===== src/rtl/datapath_29.sv =====
// Register-transfer datapath for the 3-bit sequencing controller: counter A, flags E/F, done, s1 count, conflict flag.
// Optional macro DP_SAT_EN: A saturates at all-ones on s1 instead of wrapping.
module datapath_29 #(
    parameter int WIDTH = 4,
    parameter int E_BIT = 2,
    parameter int F_BIT = 3
) (
    input  logic             clock,
    input  logic             reset,
    input  logic             s0,
    input  logic             s1,
    input  logic             s2,
    input  logic             s3,
    input  logic             s4,
    output logic [WIDTH-1:0] A,
    output logic             E,
    output logic             F,
    output logic             done,
    output logic [7:0]       inc_cnt,
    output logic             err
);

    logic [WIDTH-1:0] a_q, a_d, a_inc;
    logic             e_q, e_d;
    logic             f_q, f_d;
    logic             done_q, done_d;
    logic [7:0]       cnt_q, cnt_d;
    logic             err_q, err_d;
    logic [4:0]       sel;
    logic             multi_sel;

    assign sel       = {s4, s3, s2, s1, s0};
    assign multi_sel = (sel & (sel - 5'd1)) != 5'd0;

`ifdef DP_SAT_EN
    assign a_inc = (&a_q) ? a_q : a_q + WIDTH'(1);
`else
    assign a_inc = a_q + WIDTH'(1);
`endif

    always_comb begin
        a_d    = a_q;
        e_d    = e_q;
        f_d    = f_q;
        cnt_d  = cnt_q;
        err_d  = err_q | multi_sel;
        // done tracks "s4 was the executed action on this edge"
        done_d = 1'b0;
        if (s0) begin
            a_d   = '0;
            f_d   = 1'b0;
            cnt_d = 8'd0;
        end else if (s1) begin
            a_d   = a_inc;
            e_d   = a_inc[E_BIT];
            cnt_d = (&cnt_q) ? cnt_q : cnt_q + 8'd1;
        end else if (s2) begin
            if (a_q[F_BIT]) f_d = 1'b1;
        end else if (s3) begin
            e_d = 1'b0;
        end else if (s4) begin
            done_d = 1'b1;
        end
    end

    always_ff @(posedge clock or posedge reset) begin
        if (reset) begin
            a_q    <= '0;
            e_q    <= 1'b0;
            f_q    <= 1'b0;
            done_q <= 1'b0;
            cnt_q  <= 8'd0;
            err_q  <= 1'b0;
        end else begin
            a_q    <= a_d;
            e_q    <= e_d;
            f_q    <= f_d;
            done_q <= done_d;
            cnt_q  <= cnt_d;
            err_q  <= err_d;
        end
    end

    assign A       = a_q;
    assign E       = e_q;
    assign F       = f_q;
    assign done    = done_q;
    assign inc_cnt = cnt_q;
    assign err     = err_q;

endmodule


===== config.mk =====
export PLATFORM = sky130hd
export DESIGN_NAME = datapath_29
export DESIGN_NICKNAME = d
export VERILOG_FILES = /design/src/rtl/datapath_29.sv
export SDC_FILE = /design/constraint.sdc
export NUM_CORES = 1
export LEC_CHECK = 0
export ABC_AREA = 0
export BUFFER_PORTS_ARGS = -buffer_cell sky130_fd_sc_hd__buf_2
export CELL_PAD_IN_SITES_DETAIL_PLACEMENT = 1
export CELL_PAD_IN_SITES_GLOBAL_PLACEMENT = 1
export CORE_MARGIN = 2
export CORE_UTILIZATION = 37
export CTS_CLUSTER_SIZE = 8
export DETAILED_ROUTE_END_ITERATION = 10
export PLACE_DENSITY = 0.75
export SYNTH_ARGS = -nofsm -noshare
export SYNTH_HDL_FRONTEND = slang
export SYNTH_SLANG_ARGS = --single-unit

===== constraint.sdc =====
create_clock -name clock -period 1.85 [get_ports clock]
set_input_delay 0.37 -clock clock [delete_from_list [all_inputs] [get_ports clock]]
set_output_delay 0.37 -clock clock [all_outputs]
set_load 0.05 [all_outputs]

* After elaboration in Yosys (flattened, before gate mapping) *
Cells that the tools add are included.
Widths: inputs -> output; s select.

storage, ports and cells
  register bits after elaboration = 16
  input port bits = 7
  output and inout bits = 16
  logic and storage cells = 41

cells by class
  add/subtract/negate cells = 3
  eq/ne operators = 3
  multiplexer cells = 17
  bitwise operators = 3
  reduce and logical (&&, ||, !) cells = 9

operators with widths
  cell                 number
  $mux 8               3
  $mux 1               12
  $add 8x1->8 const B  1
  $mux 4               2
  $reduce_and 8->1     1
  $reduce_bool 2->1    4
  $ne 2x2->1 const B   3
  $reduce_and 3->1     2
  $and 5x5->5          1
  $reduce_bool 5->1    1
  $sub 5x1->5 const B  1
  $add 4x1->4 const B  1
  $reduce_and 2->1     1
  $not 1->1            1
  $or 1x1->1           1

* Longest topological paths before layout *
  depth in word-level cells = 5
  depth in mapped cells = 4
  gate-level depth less buffers = 4

* Worst setup path after synthesis *
Ideal clock, no wire load.

  kind = register -> register
  start point = register cnt_q[0] (netlist: inc_cnt[0])
  end point = register cnt_q[0] (netlist: inc_cnt[0])
  library setup time = 125 ps
  data arrival time = 1,663 ps
  data required time = 1,725 ps
  slack = 62 ps
  cell stages (with the launch flop) = 5
  buffers on the path = 0
  period minus slack after synthesis = 1,788 ps
  cells stage by stage = dfrtp_1 > ha_1 > and3_1 > a21oi_1 > mux2_2

between the ends
  cells in the longest elaborated chain, start to end = 4
  elaborated cells between the ends (all ways) = 7
  classes of those cells = add/sub (1); eq/ne (1); mux (3); reduce/logical (2)

ends and longest elaborated chain
  element                   RTL line  source
  start: declaration        27        logic [7:0] cnt_q, cnt_d;
  start signal: assignment  79        cnt_q <= cnt_d;
  $add 8x1->8               56        cnt_d = (&cnt_q) ? cnt_q : cnt_q + 8'd1;
  $mux 8                    56
  $mux 8                    53        end else if (s1) begin
  $mux 8                    49        if (s0) begin

Several ways; a longest one is shown, not always the timed one. The select of a mux whose other input is x is not followed.
A chain may end at the register's enable or synchronous reset.

* Worst setup path in the final report *
Same ends and word-level chain as after synthesis.

==> impl_results.md <==
* Crit Path Class: reg -> reg
* Inserted Diodes at 0
* Req. time, crit path at 2.02 ns
* Clock skew at 0.004147 ns
* Startpoint types: flip-flop
* TritonCTS buffer count at 3
* Vias/cell at 5.550
* PnR worst setup slack at 0.2163 ns
* Initial Util at 38.06%
* Slew margin rel. at 58.84%
* DRC at 0
* Reg2Reg Depth at 4
* Endpoints failing hold at 0
* #FFs+latches synth at 16
* Outcome: complete, no violations
* Place WS at 0.2368 ns
* Yosys cell types at 32
* Synth Area in Adders at 4.242%
* Die Ht at 51.24 µm
* Crit-path max FO at 5
* Routed Antenna Nets at 0
* # IOs at 23
* Clock transition at path regs at 0.09 ns
* Period Utilization, post-route at 88.31%
* Worst-Margin Slew at 0.6167 ns
* IO buf count at 22
* Async S/R FF share, synth at 100.0%
* Row Count at 17
* Die Wd at 51.24 µm
* Worst skew pair latency at 0.29 ns
* Final Max Tran Viols at 0
* Antenna violations before repair at 0
* Grt total ovfl at 0
* Pwr/cell area at 671.0 mW/mm²
* Syn_area_per_cell at 10.19 µm²
* Critical R2R Capture: inc_cnt[0]
* Routed Wire Length at 1857 µm
* Post-synthesis cell area at 825.8 µm²
* Yosys warning total at 0
* R2R Setup Slk at 0.22 ns
* DR pass1 iterations at 4
* Sequential fraction of the synthesis area at 48.48%
* Core area at 0.002170 mm²
* Synth Flop Type: dfrtp_1
* First-pass GRT wire length at 3277 µm
* Setup TNS at 0 ns
* Share of post-route cells with drive strength above 1 at 28.16%
* Worst setup startpoint: inc_cnt[0]
* # hold bufs at CTS at 0
* Mapped Cells at 81
* Max rail drop VDD at 0.4181 mV
* Post-CTS sizing at 0
* Data arrival, critical path at 1.81 ns
* Max Fclk at 0.6121 GHz
* Proportion of synthesized area in mux cells at 6.515%
* Initial DRC count at 5
* Final #Nets at 114
* Root Driver: clkbuf_4
* Combinational family with the most area after synthesis: simple AND/OR/NAND/NOR gates
* Gr usage total at 16.87%
* Hold Crit Class: in -> async
* CP Capture Type: flip-flop
* Largest net degree at the start of global routing at 19
* CTS Buffer Depth at 2
* Die area at 0.002626 mm²
* Syn Nets at 90
* Lkg Pwr at 0.5081 nW
* XOR/XNOR share of the synthesized area at 4.242%
* Number of enable flip-flop cells after synthesis at 0
* Setup Buffers After CTS at 0
* Vias in the first global route at 739
* Vias post-DR at 727
* Clock H-tree levels at 1
* RD Place Congestion at 0.8053
* Synth Area in Compound Gates at 12.58%
* CTS tree: done
* CTS Sinks at 16
* RSZ-0062 raised after global routing: no
* Routed len/inst at 14.18 µm
* Simple logic cell fraction of the synthesized area at 20.45%
* R2r startpoint: inc_cnt[0]
* Dpl hpwl at 1420 µm
* Max Cap Viol at 0
* Area Growth Syn to Fin at 18.64%
* Final Setup Violations at 0
* Final min period at 1.634 ns
## cells in the final DEF (no fill, tap or decap), drive strengths merged, types with 2 or more instances in the layout
cell type,instances
nand4,4
clkbuf,3
xor2,3
mux2,3
nor2,9
a21oi,5
o21ai,2
buf,22
nor2b,4
nand3,2
nor3,2
nand2,4
ha,2
inv,4
dfrtp,16
a2111oi,2
mux2i,2
## worst max-delay path: stages (launching register included)
cell and delay, ns:
dfrtp_1 0.42, ha_1 0.26, and3_1 0.23, a21oi_1 0.24, mux2_2 0.37
## final cells by class
class	instances	area (µm²)
fill	270	1190
sequential	16	400.4
multi-input combinational	58	396.6
tap	28	35.03
inverter	4	15.01
clock buffer	3	22.52
timing repair buffer	22	110.1
## power breakdown
| group | switching [mW] | internal [mW] |
|---|---|---|
| logic | 0.0768 | 0.0294 |
| registers | 0.0108 | 0.360 |
| clock network | 0.105 | 0.0757 |
## stage by stage
step / utilization [%] / hold WS [ns] / std cells / power, mW / area [µm²]
CTS: 45.16 / 0.1651 / 131 / 0.6683 / 979.7
global placement: 44.12 / 0.4650 / 128 / 0.4820 / 957.2
detailed placement: 44.12 / 0.4650 / 128 / 0.4851 / 957.2
global route: 45.16 / 0.1873 / 131 / 0.6936 / 979.7
floorplan: - / 0.2837 / 81 / 0.4541 / 825.8
finish: 45.16 / 0.1434 / 131 / 0.6574 / 979.7
## flip-flops by register name, summed over array words and instances, names as in the netlist
name / cells
done: 1
err: 1
E: 1
inc_cnt: 8
A: 4
F: 1
## worst max-delay path by stage
stage | end | slack [ns] | cells past startpoint
3_5_place_dp | inc_cnt[0] | 0.24 | 4
3_3_place_gp | inc_cnt[0] | 0.29 | 4
4_1_cts | inc_cnt[0] | 0.22 | 4
6_report | inc_cnt[0] | 0.22 | 4
5_1_grt | inc_cnt[5] | 0.09 | 4
2_1_floorplan | inc_cnt[0] | 0.06 | 4
## cells by family (layout without fill, tap and decap cells)
group,count (synthesis),after routing
simple gates,31,31
flops,16,16
compound gates,15,15
buf+inv,7,29
mux,5,5
xor+xnor,4,4
fa+ha+maj,3,3
## cells in the mapped netlist (3+ instances only)
cell type | instances | share of area [%]
a21oi_1 | 5 | 3.0
dfrtp_1 | 16 | 48
inv_1 | 4 | 1.8
mux2_2 | 3 | 4.1
nand2_1 | 4 | 1.8
nand4_1 | 4 | 3.0
nor2_1 | 9 | 4.1
nor2b_1 | 4 | 3.0
xor2_1 | 3 | 3.2
## layer usage
metal,global-route usage (%),routed length [µm]
met5,0,0
met4,6.579,28
met3,3.509,97
met2,28.35,885
met1,21.19,845
Power figures use the tool's default switching activity.
